## src/rtl/uart_rx_ctrl.sv

```systemverilog
// uart_rx_ctrl: configuration shadowing, frame-activity tracking and receive
// buffering around a UART receiver.
//  - New settings are held in a shadow copy and reach the receiver only while
//    the line is idle, so a frame is never received with mixed settings.
//  - A watchdog ends a frame whose Rx_valid pulse never arrives.
//  - Received words go into a first-word-fall-through FIFO with a sticky overrun flag.
module uart_rx_ctrl #(
   parameter int         DATA_WIDTH   = 8,
   parameter int         FIFO_DEPTH   = 4,
   parameter int         GUARD_CYC    = 4,
   parameter logic [3:0] PRESCALE_RST = 4'd8
) (
   input  logic                          Clk,
   input  logic                          Rst,
   input  logic                          RX_IN,
   input  logic                          Cfg_wr,
   input  logic [3:0]                    Cfg_prescale,
   input  logic                          Cfg_parity_en,
   input  logic                          Cfg_parity_type,
   output logic [3:0]                    Prescale,
   output logic                          Parity_EN,
   output logic                          Parity_type,
   output logic                          Cfg_pending,
   input  logic [DATA_WIDTH-1:0]         Rx_data,
   input  logic                          Rx_valid,
   output logic [DATA_WIDTH-1:0]         Rd_data,
   output logic                          Rd_valid,
   input  logic                          Rd_ready,
   output logic [$clog2(FIFO_DEPTH):0]   Fifo_count,
   output logic                          Overrun,
   input  logic                          Ovr_clr,
   output logic                          Busy
);

   localparam int AW   = $clog2(FIFO_DEPTH);
   localparam int CW   = AW + 1;
   // Watchdog sized for the worst case: prescale 15, parity enabled.
   localparam int WD_W = $clog2(15 * (DATA_WIDTH + 4) + 1);
   localparam int GD_W = $clog2(GUARD_CYC + 1);
   localparam logic [WD_W-1:0] WD_ONE = 1;

   typedef enum logic [1:0] {IDLE, FRAME, GUARD} state_t;

   state_t state, state_nxt;

   logic [WD_W-1:0] wd_cnt;
   logic [WD_W-1:0] wd_frame_bits;
   logic [WD_W-1:0] wd_limit;
   logic            wd_last;
   logic [GD_W-1:0] guard_cnt;
   logic            guard_last;

   logic [3:0]      sh_prescale;
   logic            sh_parity_en;
   logic            sh_parity_type;
   logic            cfg_accept;
   logic            cfg_apply;

   logic [DATA_WIDTH-1:0] mem [FIFO_DEPTH];
   logic [AW-1:0]         wr_ptr;
   logic [AW-1:0]         rd_ptr;
   logic [CW-1:0]         count;
   logic                  full;
   logic                  push;
   logic                  pop;
   logic                  drop;

   // Frame length in clocks for the active settings; the watchdog fires on its last cycle.
   assign wd_frame_bits = WD_W'(DATA_WIDTH + 3) + WD_W'(Parity_EN);
   assign wd_limit      = WD_W'(Prescale) * wd_frame_bits;
   assign wd_last       = (wd_cnt == (wd_limit - WD_ONE));
   assign guard_last    = (guard_cnt == GD_W'(GUARD_CYC - 1));

   // Next-state logic: start edge opens a frame, word or watchdog closes it,
   // and a run of idle-high cycles returns to IDLE.
   always_comb begin
      state_nxt = state;
      case (state)
         IDLE:    if (!RX_IN) state_nxt = FRAME;
         FRAME:   if (Rx_valid || wd_last) state_nxt = GUARD;
         GUARD:   if (RX_IN && guard_last) state_nxt = IDLE;
         default: state_nxt = IDLE;
      endcase
   end

   // State register with Busy registered alongside it.
   always_ff @(posedge Clk or negedge Rst) begin
      if (!Rst) begin
         state <= IDLE;
         Busy  <= 1'b0;
      end else begin
         state <= state_nxt;
         Busy  <= (state_nxt != IDLE);
      end
   end

   // Watchdog: clocks spent in FRAME, cleared in every other state.
   always_ff @(posedge Clk or negedge Rst) begin
      if (!Rst) begin
         wd_cnt <= '0;
      end else if (state != FRAME) begin
         wd_cnt <= '0;
      end else if (!wd_last) begin
         wd_cnt <= wd_cnt + WD_ONE;
      end
   end

   // Guard counter: consecutive high cycles in GUARD; any low sample restarts it.
   always_ff @(posedge Clk or negedge Rst) begin
      if (!Rst) begin
         guard_cnt <= '0;
      end else if ((state != GUARD) || !RX_IN) begin
         guard_cnt <= '0;
      end else if (!guard_last) begin
         guard_cnt <= guard_cnt + GD_W'(1);
      end
   end

   // A fresh write takes precedence over a commit in the same cycle, so the
   // newest settings are the ones that reach the receiver.
   assign cfg_accept = Cfg_wr && (Cfg_prescale != 4'd0);
   assign cfg_apply  = (state == IDLE) && Cfg_pending && RX_IN && !cfg_accept;

   // Shadow and active configuration; active only changes at a quiet-line commit.
   always_ff @(posedge Clk or negedge Rst) begin
      if (!Rst) begin
         sh_prescale    <= PRESCALE_RST;
         sh_parity_en   <= 1'b0;
         sh_parity_type <= 1'b0;
         Prescale       <= PRESCALE_RST;
         Parity_EN      <= 1'b0;
         Parity_type    <= 1'b0;
         Cfg_pending    <= 1'b0;
      end else if (cfg_accept) begin
         sh_prescale    <= Cfg_prescale;
         sh_parity_en   <= Cfg_parity_en;
         sh_parity_type <= Cfg_parity_type;
         Cfg_pending    <= 1'b1;
      end else if (cfg_apply) begin
         Prescale       <= sh_prescale;
         Parity_EN      <= sh_parity_en;
         Parity_type    <= sh_parity_type;
         Cfg_pending    <= 1'b0;
      end
   end

   // A full FIFO still accepts a word when the head leaves in the same cycle.
   assign full     = (count == CW'(FIFO_DEPTH));
   assign Rd_valid = (count != '0);
   assign pop      = Rd_valid && Rd_ready;
   assign push     = Rx_valid && (!full || pop);
   assign drop     = Rx_valid && full && !pop;

   assign Fifo_count = count;
   assign Rd_data    = Rd_valid ? mem[rd_ptr] : '0;

   // Storage array; contents are only meaningful between rd_ptr and wr_ptr.
   always_ff @(posedge Clk) begin
      if (push) mem[wr_ptr] <= Rx_data;
   end

   // Pointers, occupancy and sticky overrun (a drop beats a clear).
   always_ff @(posedge Clk or negedge Rst) begin
      if (!Rst) begin
         wr_ptr  <= '0;
         rd_ptr  <= '0;
         count   <= '0;
         Overrun <= 1'b0;
      end else begin
         if (push) wr_ptr <= wr_ptr + AW'(1);
         if (pop)  rd_ptr <= rd_ptr + AW'(1);
         case ({push, pop})
            2'b10:   count <= count + CW'(1);
            2'b01:   count <= count - CW'(1);
            default: count <= count;
         endcase
         if (drop)         Overrun <= 1'b1;
         else if (Ovr_clr) Overrun <= 1'b0;
      end
   end

endmodule
```

## config.mk

```make
export PLATFORM = sky130hd
export DESIGN_NAME = uart_rx_ctrl
export DESIGN_NICKNAME = d
export VERILOG_FILES = /design/src/rtl/uart_rx_ctrl.sv
export SDC_FILE = /design/constraint.sdc
export NUM_CORES = 1
export LEC_CHECK = 0
export CAP_MARGIN = 40
export CORE_MARGIN = 1
export CORE_UTILIZATION = 30
export CTS_CLUSTER_DIAMETER = 30
export DETAILED_ROUTE_END_ITERATION = 16
export GPL_ROUTABILITY_DRIVEN = 0
export GPL_TIMING_DRIVEN = 0
export SLEW_MARGIN = 0
export SYNTH_ARGS = -nofsm -noshare
export SYNTH_HDL_FRONTEND = slang
export SYNTH_SLANG_ARGS = --single-unit
```

## constraint.sdc

```tcl
create_clock -name Clk -period 7.25 [get_ports Clk]
set_clock_uncertainty 0.05 [all_clocks]
set_input_delay 0.725 -clock Clk [delete_from_list [all_inputs] [get_ports Clk]]
set_output_delay 0.725 -clock Clk [all_outputs]
set_load 0.01 [all_outputs]
```

Word level (Yosys, flattened, before mapping). Memories as Yosys holds them, arrays and structs flattened. Cells that the tools add are included.

Memories: 1. Output and inout port bits: 21. Input bits: 21. Word-level logic and storage cells: 77. Register bits after elaboration: 35. Memory bits (writable): 32.

Memories: mem (words 4, bits a word 8, read ports 1, clocked after Yosys merged registers in 0, wr ports 1, RTL line 59) `logic [DATA_WIDTH-1:0] mem [FIFO_DEPTH];`.

Multiplexer cells: 16. Add/subtract/negate cells: 8. Multipliers: 1. Equal/unequal tests: 11. Bitwise logic cells: 1. Reductions and logical operators: 24.

Operators by type and width (number): $mux 8 (3); $logic_and 1x1->1 (9); $add 8x1->8 const B (1); $eq 8x8->1 (1); $mul 4x5->8 (1); $reduce_bool 2->1 (4); $sub 8x1->8 const B (1); $add 3x1->3 const B (2); $mux 1 (6); $mux 2 (3); $mux 3 (2); $ne 2x1->1 const B (3); $pmux 2 s3 (1); $pmux 3 s2 (1); $add 4x1->5 const A (1); $add 2x1->2 const B (2); $eq 2x1->1 const B (2); $eq 2x2->1 const B (2); $logic_not 1->1 (4); $reduce_bool 4->1 (1); $eq 3x2->1 const B (1); $eq 3x3->1 const B (1); $logic_or 1x1->1 (3); $reduce_bool 3->1 (1); other kinds (5) (5).

Longest topological paths before layout. Gate-level depths: netlist of the first run.

Depth after elaboration: 8. Gate-level depth with buffers: 15. Mapped depth without buffers: 13.

Least setup slack after synthesis of the first run. OpenSTA, ideal clock, no wires.

Kind: reg-to-reg. Start: reg Parity_EN. End: reg wd_cnt[7]. Clock period less this slack: 3360 ps. Required time: 7081 ps. Cell stages (with the launch flop): 14. Setup slack: 3890 ps. Library setup time: 119 ps. Path buffers: 1. Data arrival time: 3191 ps. Path through: dfrtp_1 > clkbuf_1 > o21ai_0 > fa_1 > inv_1 > ha_1 > ha_1 > nor2_1 > a21oi_1 > xnor2_1 > nor4b_4 > nand3_2 > and3b_2 > o21a_1.

Word-level cells in the longest chain between the ends: 5.

Ends and longest elaborated chain: from (decl) (RTL line 21) `output logic Parity_EN,`; from (signal assigned) (RTL line 141) `Parity_EN <= sh_parity_en;`; $add 4x1->5 (RTL line 69) `assign wd_frame_bits = WD_W'(DATA_WIDTH + 3) + WD_W'(Parity_EN);`; $mul 4x5->8 (RTL line 70) `assign wd_limit = WD_W'(Prescale) * wd_frame_bits;`; $sub 8x1->8 (RTL line 71) `assign wd_last = (wd_cnt == (wd_limit - WD_ONE));`; $eq 8x8->1 (RTL line 71); $ne 2x1->1 (no source line); to (signal assigned) (RTL line 104) `wd_cnt <= wd_cnt + WD_ONE;`; to (decl) (RTL line 46) `logic [WD_W-1:0] wd_cnt;`.

No other way between the ends. A chain may end at the register's enable or synchronous reset.

Worst setup path after layout of the first run.
Start: reg Parity_EN. End: reg wd_cnt[0].

The elaborated chain is that of the path after synthesis.

==> run_results.csv, run 1 <==
group,metric,value,unit
outcome,status,"finished clean",
drt,vias_per_cell,4.64,
cells_and_area,n_antenna_cell,0,
clocking,cts_tree,"yes",
global_route,antenna_found_initial,0,
cells_and_area,syn_to_final_growth,25.3,%
global_route,grt-ovfl-total,0,
pwr,p_leak,1.79,nW
floorplan,die_w,109,um
placed_design,placed_cell_area,4050,um^2
clocking,postCtsSetupBuffers,0,
sta,rsz0062_at_grt,"no",
synthesis,async_reset_ff_frac,0.522,
floorplan,rows,38,
sta,fin_crit_sh,0.500,
placed_design,hpwlAfterDp,4.26,mm
global_route,grt_pass1_vias,2230,
floorplan,pin_count,42,
placed_design,dp_slack,3.61,ns
synthesis,ys_types,49,
flow_run,drv_cap,0,
clocking,clk_latency,0.32,ns
synthesis,yosysTopAreaCellShare,0.277,
pwr,finalPower,0.00206,W
critical_path,crit_path_start_kind,"flop",
critical_path,reg2reg_depth,14,
drt,drc,0,
clocking,cts_hold_buffers,0,
cells_and_area,final_util,0.394,
cells_and_area,multi_input_area,1510,um^2
clocking,cts_max_level,3,
critical_path,critPathCaptureType,"flop",
sta,worst_slack,3.62,ns
floorplan,fp.dieH,109,um
min_path,hold_class,"flop to flop",
critical_path,cp_max_fo,10,
synthesis,synthCells,278,
synthesis,yosysSeqAreaShare,0.531,
critical_path,rr_endpoint,"wd_cnt[0]$_DFFE_PN0P_",
clocking,clock_sinks,67,
clocking,cts_made_buffers,9,
critical_path,regToRegStartpoint,"Parity_EN$_DFFE_PN0P_",
min_path,whs_path_depth,2,
clocking,ctsResizeCount,0,
sta,hold_viol_final,0,
drt,vias,2204,
synthesis,synth_nets,322,
sta,tightestPinTransition,0.795,ns
global_route,grt_max_degree,36,
critical_path,rrSetupSlack,3.62,ns
drt,drt_wl_total,5.99,mm
global_route,track_usage,0.113,
drt,drt_first_pass_iters,4,
critical_path,crit_arrival,3.77,ns
global_route,grt_pass1_wl,10.3,mm
floorplan,die-area,12000,um^2
synthesis,synth_warnings,0,
placed_design,portBuffers,41,
drt,drtIter0Drc,120,
drt,routedWlPerCell,12.6,um
sta,final.min_clock_period,3.63,ns
cells_and_area,fin_area,4340,um^2
synthesis,synth_edf_count,32,
drt,ant_nets,0,
pwr,ir_drop,0.190,mV
cells_and_area,layout.nets,374,
sta,slew_headroom,0.470,
critical_path,crit_type,"flop to flop",
cells_and_area,fillers,1090,
synthesis,postSynthAreaPerCell,12.5,um^2
sta,tns,0,ns
floorplan,core,11000,um^2
clocking,path_clk_slew,0.05,ns
clocking,clockBufferDepth,2,
min_path,hold_start,"sh_prescale[3]$_DFFE_PN1P_",
synthesis,synth_area,3460,um^2
clocking,cts_root_buffer,"clkbuf_16",
cells_and_area,drive_gt1_frac,0.140,
critical_path,worstPathRequired,7.39,ns
synthesis,synth-seq-cells,67,
pwr,power_density,475,nW/um^2
floorplan,start_util,0.314,
min_path,hold_end,"sh_prescale[3]$_DFFE_PN1P_",
sta,finalSetupViolations,0,
sta,finalMaxSlewViolations,0,
cells_and_area,regArea,1840,um^2
synthesis,synthTopCellsByArea,"edfxtp_1, dfrtp_1, ha_1",
sta,fmax,276,MHz
synthesis,synth_ff_type,"dfrtp_1",
synthesis,synth_area_leader_cell,"edfxtp_1",
## placed cells by master (no fill, tap or decap), types with 9 or more instances in the layout
master / instances
and2_1: 15
clkbuf_1: 9
clkbuf_16: 9
clkdlybuf4s50_1: 40
dfrtp_1: 33
edfxtp_1: 32
ha_1: 19
inv_1: 20
nand2_1: 28
nor2_1: 18
xnor2_1: 12
xor2_1: 9
## power by group
group / leakage (nW) / internal, W / switching, W
registers: 0.730 / 0.000498 / 0.0000680
clock network: 0.140 / 0.000269 / 0.000162
logic: 0.917 / 0.000540 / 0.000525
total: 1.79 / 0.00131 / 0.000754
## state kept, by name, summed over array words and instances (netlist names), 2 cells and up
| register | cells |
|---|---|
| Prescale | 4 |
| mem | 32 |
| sh_prescale | 4 |
| wd_cnt | 8 |
| state | 2 |
| guard_cnt | 3 |
| rd_ptr | 2 |
| Fifo_count | 3 |
| wr_ptr | 2 |
## per-stage QoR
stage               hold WS (ns)  cells
floorplan                  0.379    278
global placement           0.402    459
detailed placement         0.405    459
CTS                        0.414    475
global route               0.428    475
finish                     0.410    475
## routing by layer
| metal | global-route usage | up-vias | share of wire |
|---|---|---|---|
| li1 | - | 1081 | - |
| met1 | 0.143 | 1070 | 0.47 |
| met2 | 0.189 | 44 | 0.47 |
| met3 | 0.0279 | 9 | 0.043 |
| met4 | 0.0371 | 0 | 0.013 |
| met5 | 0 | - | 0 |
## area by class of cell
type / count / area share
buffer: 9 / 0.00980
sequential: 67 / 0.424
timing repair buffer: 41 / 0.0934
tap: 140 / 0.0403
clock inverter: 5 / 0.0147
clock buffer: 11 / 0.0536
inverter: 20 / 0.0173
multi-input combinational: 182 / 0.347
## how the worst max path moves through the flow
stage	endpoint	from
final	wd_cnt[0]$_DFFE_PN0P_	Parity_EN$_DFFE_PN0P_
after CTS	wd_cnt[1]$_DFFE_PN0P_	Parity_EN$_DFFE_PN0P_
after global routing	wd_cnt[1]$_DFFE_PN0P_	Parity_EN$_DFFE_PN0P_
after global placement	wd_cnt[1]$_DFFE_PN0P_	Parity_EN$_DFFE_PN0P_
after floorplan	wd_cnt[7]$_DFFE_PN0P_	Parity_EN$_DFFE_PN0P_
after detailed placement	wd_cnt[1]$_DFFE_PN0P_	Parity_EN$_DFFE_PN0P_
## cell usage after synthesis, drive strengths merged (2+ instances only)
master	count
a21boi	2
a21o	2
a21oi	8
a22o	2
a31o	3
a31oi	4
a41o	2
and2	16
buf	2
clkbuf	7
dfrtp	33
dfstp	2
edfxtp	32
fa	4
ha	19
inv	20
mux2	8
mux2i	4
mux4	8
nand2	28
nand2b	3
nand3	3
nand3b	2
nand4	2
nor2	18
nor2b	3
nor4b	2
o21ai	8
xnor2	12
xor2	9
## critical path: stages, from the launching register on
cell,delay (ns)
dfrtp_1,0.42
clkbuf_1,0.34
o21ai_0,0.19
fa_1,0.53
inv_1,0.04
ha_1,0.28
ha_1,0.33
nor2_1,0.06
a21oi_1,0.20
xnor2_1,0.15
nor4b_4,0.33
nand3_2,0.17
buf_6,0.18
xnor2_1,0.15
nor2_1,0.06
## cell families after synthesis
family,after synthesis,synth area share
flip-flops,67,0.531
adder cells (fa/ha/maj),23,0.0917
multiplexers,20,0.0896
buffers and inverters,29,0.0339
AO/OA/AOI/OAI,35,0.0737
XOR/XNOR,21,0.0531
AND/OR/NAND/NOR,83,0.127
Power figures use the tool's default switching activity.
==> inputs of run 2 (changes only) <==
Clock period 7.25 ns to 3.2 ns, I/O delays scaled along.
==> run 2 against run 1 <==
Compared with the run above:
- fmax increased by 14%
- core utilization increased by 2.3 points
- largest power group unchanged
- global-route usage increased by 0.64 points
- clock-buffer cell count decreased by 2
- critical endpoint is now wd_cnt[4]$_DFFE_PN0P_
- flip-flop and latch count unchanged
==> run_results.csv, run 2 (synthesis gave the netlist of run 1 again) <==
group,metric,value,unit
clocking,path_clk_slew,0.06,ns
clocking,clock_sinks,67,
drt,vias_per_cell,4.58,
floorplan,start_util,0.314,
clocking,cts_root_buffer,"clkbuf_16",
global_route,grt_pass1_wl,10.9,mm
critical_path,path_cells,"buf_6 > buf_6 > mux2i_2 > fa_1 > ha_4 > xnor2_2 > xnor2_1 > nand4_1 > nor4b_4 > nand3_4 > buf_6 > a41o_1",
critical_path,worstPathRequired,3.36,ns
cells_and_area,layout.cells.most_common_list,"clkdlybuf4s50_1, edfxtp_1, dfrtp_1",
sta,slew_headroom,0.475,
cells_and_area,top_register,"mem",
drt,ant_nets,0,
drt,drt_first_pass_iters,5,
drt,vias,2209,
sta,worst_slack,0.0207,ns
clocking,cts_hold_buffers,0,
critical_path,crit_slowest_cell,"fa_1",
floorplan,die_w,109,um
critical_path,cp_max_fo,6,
min_path,hold_class,"input pin to asynchronous set/reset pin",
global_route,grt_max_degree,36,
clocking,cts_made_buffers,9,
cells_and_area,layout.nets,381,
cells_and_area,largest_register_ffs,32,
clocking,cts_tree,"yes",
pwr,finalPower,0.00551,W
cells_and_area,stdcell_count,482,
global_route,grt-ovfl-total,0,
placed_design,dp.cells,459,
critical_path,cp_num_buf_inv,3,
floorplan,die-area,12000,um^2
critical_path,crit_arrival,3.34,ns
critical_path,path_common_cell,"buf_6",
critical_path,crit_path_max_incr_delay,0.48,ns
sta,hold_viol_final,0,
floorplan,rows,38,
sta,finalSetupViolations,0,
cells_and_area,reg_top3,"mem: 32 flops, wd_cnt: 8 flops",
clocking,clockBufferDepth,2,
sta,fin_crit_sh,0.994,
floorplan,core,11000,um^2
placed_design,hpwlAfterDp,4.37,mm
cells_and_area,syn_to_final_growth,32.8,%
clocking,cts_max_level,3,
sta,tightestPinTransition,0.787,ns
sta,fmax,315,MHz
drt,routedWlPerCell,13.4,um
cells_and_area,layout_commonest_cell,"clkdlybuf4s50_1",
placed_design,portBuffers,41,
flow_run,drv_cap,0,
global_route,grt_pass1_vias,2334,
cells_and_area,drive_gt1_frac,0.234,
critical_path,crit_path_start_kind,"flop",
global_route,track_usage,0.119,
sta,final.min_clock_period,3.18,ns
sta,finalMaxSlewViolations,0,
drt,drtIter0Drc,42,
global_route,antenna_found_initial,0,
floorplan,pin_count,42,
critical_path,critPathCaptureType,"flop",
critical_path,crit_type,"flop to flop",
critical_path,path_delay_family,"adder cells",
pwr,p_leak,1.86,nW
sta,rsz0062_at_grt,"yes",
pwr,ir_drop,0.524,mV
cells_and_area,n_antenna_cell,0,
drt,drt_wl_total,6.44,mm
sta,tns,0,ns
clocking,clk_latency,0.33,ns
outcome,status,"finished clean",
drt,drc,0,
pwr,power_density,1200,nW/um^2
placed_design,dp_slack,-0.191,ns
floorplan,fp.dieH,109,um
==> run 2: final cells by class <==
cell class,count,area (um^2)
Multi-Input combinational cell,182,1680
Clock inverter,7,82.6
Sequential cell,67,1840
Buffer,9,50.0
Clock buffer,9,225
Fill cell,1054,6430
Tap cell,140,175
Inverter,20,75.1
Timing Repair Buffer,48,467
==> run 2: path summary, 6_finish.rpt <==
check	from	endpoint	slack, ns	cells after the start
setup / recovery	Parity_EN$_DFFE_PN0P_	wd_cnt[4]$_DFFE_PN0P_	0.02	12
hold / removal	Rst	sh_parity_en$_DFFE_PN0P_	0.02	1
setup reg to reg	Parity_EN$_DFFE_PN0P_	wd_cnt[4]$_DFFE_PN0P_	0.02	12
hold reg to reg	sh_prescale[3]$_DFFE_PN1P_	sh_prescale[3]$_DFFE_PN1P_	0.42	2
max in group asynchronous	Rst	Prescale[2]$_DFFE_PN0P_	2.53	1
min in group Clk	sh_prescale[3]$_DFFE_PN1P_	sh_prescale[3]$_DFFE_PN1P_	0.42	2
==> run 2: worst register-to-register path, delay by kind of cell, from the launching register on <==
family                   cells  cell delay, ns
multiplexers                 1            0.17
AND/OR/NAND/NOR              3            0.73
XOR/XNOR                     2            0.26
flip-flops                   1            0.41
adder cells (fa/ha/maj)      2            0.80
buffers and inverters        3            0.42
AO/OA/AOI/OAI                1            0.23
==> run 2: metrics by stage <==
stage / hold slack, ns / utilization / cell area [um^2]
final: 0.0223 / 0.417 / 4600
after global routing: 0.0883 / 0.417 / 4600
after CTS: 0.0493 / 0.406 / 4480
after detailed placement: 0.394 / 0.368 / 4050
after global placement: 0.401 / 0.368 / 4060
after floorplan: -0.0256 / - / 3470
==> run 2: what timing repair did <==
action,4_1_cts,5_1_grt
cloned,1,1
setup endpoints to repair,10,10
pin swaps,5,16
gates resized for setup,12,22
setup buffers,3,2
==> run 2: where the power goes <==
group	switching [W]	internal [W]
logic	0.00152	0.00170
clock network	0.000384	0.000616
registers	0.000160	0.00113
total	0.00206	0.00345
==> run 2: routing by layer <==
layer | GRT usage | share of wire | vias to the layer above
li1 | - | - | 1100
met1 | 0.140 | 0.45 | 1062
met2 | 0.210 | 0.51 | 40
met3 | 0.0302 | 0.032 | 7
met4 | 0.0448 | 0.0096 | 0
met5 | 0 | 0 | -
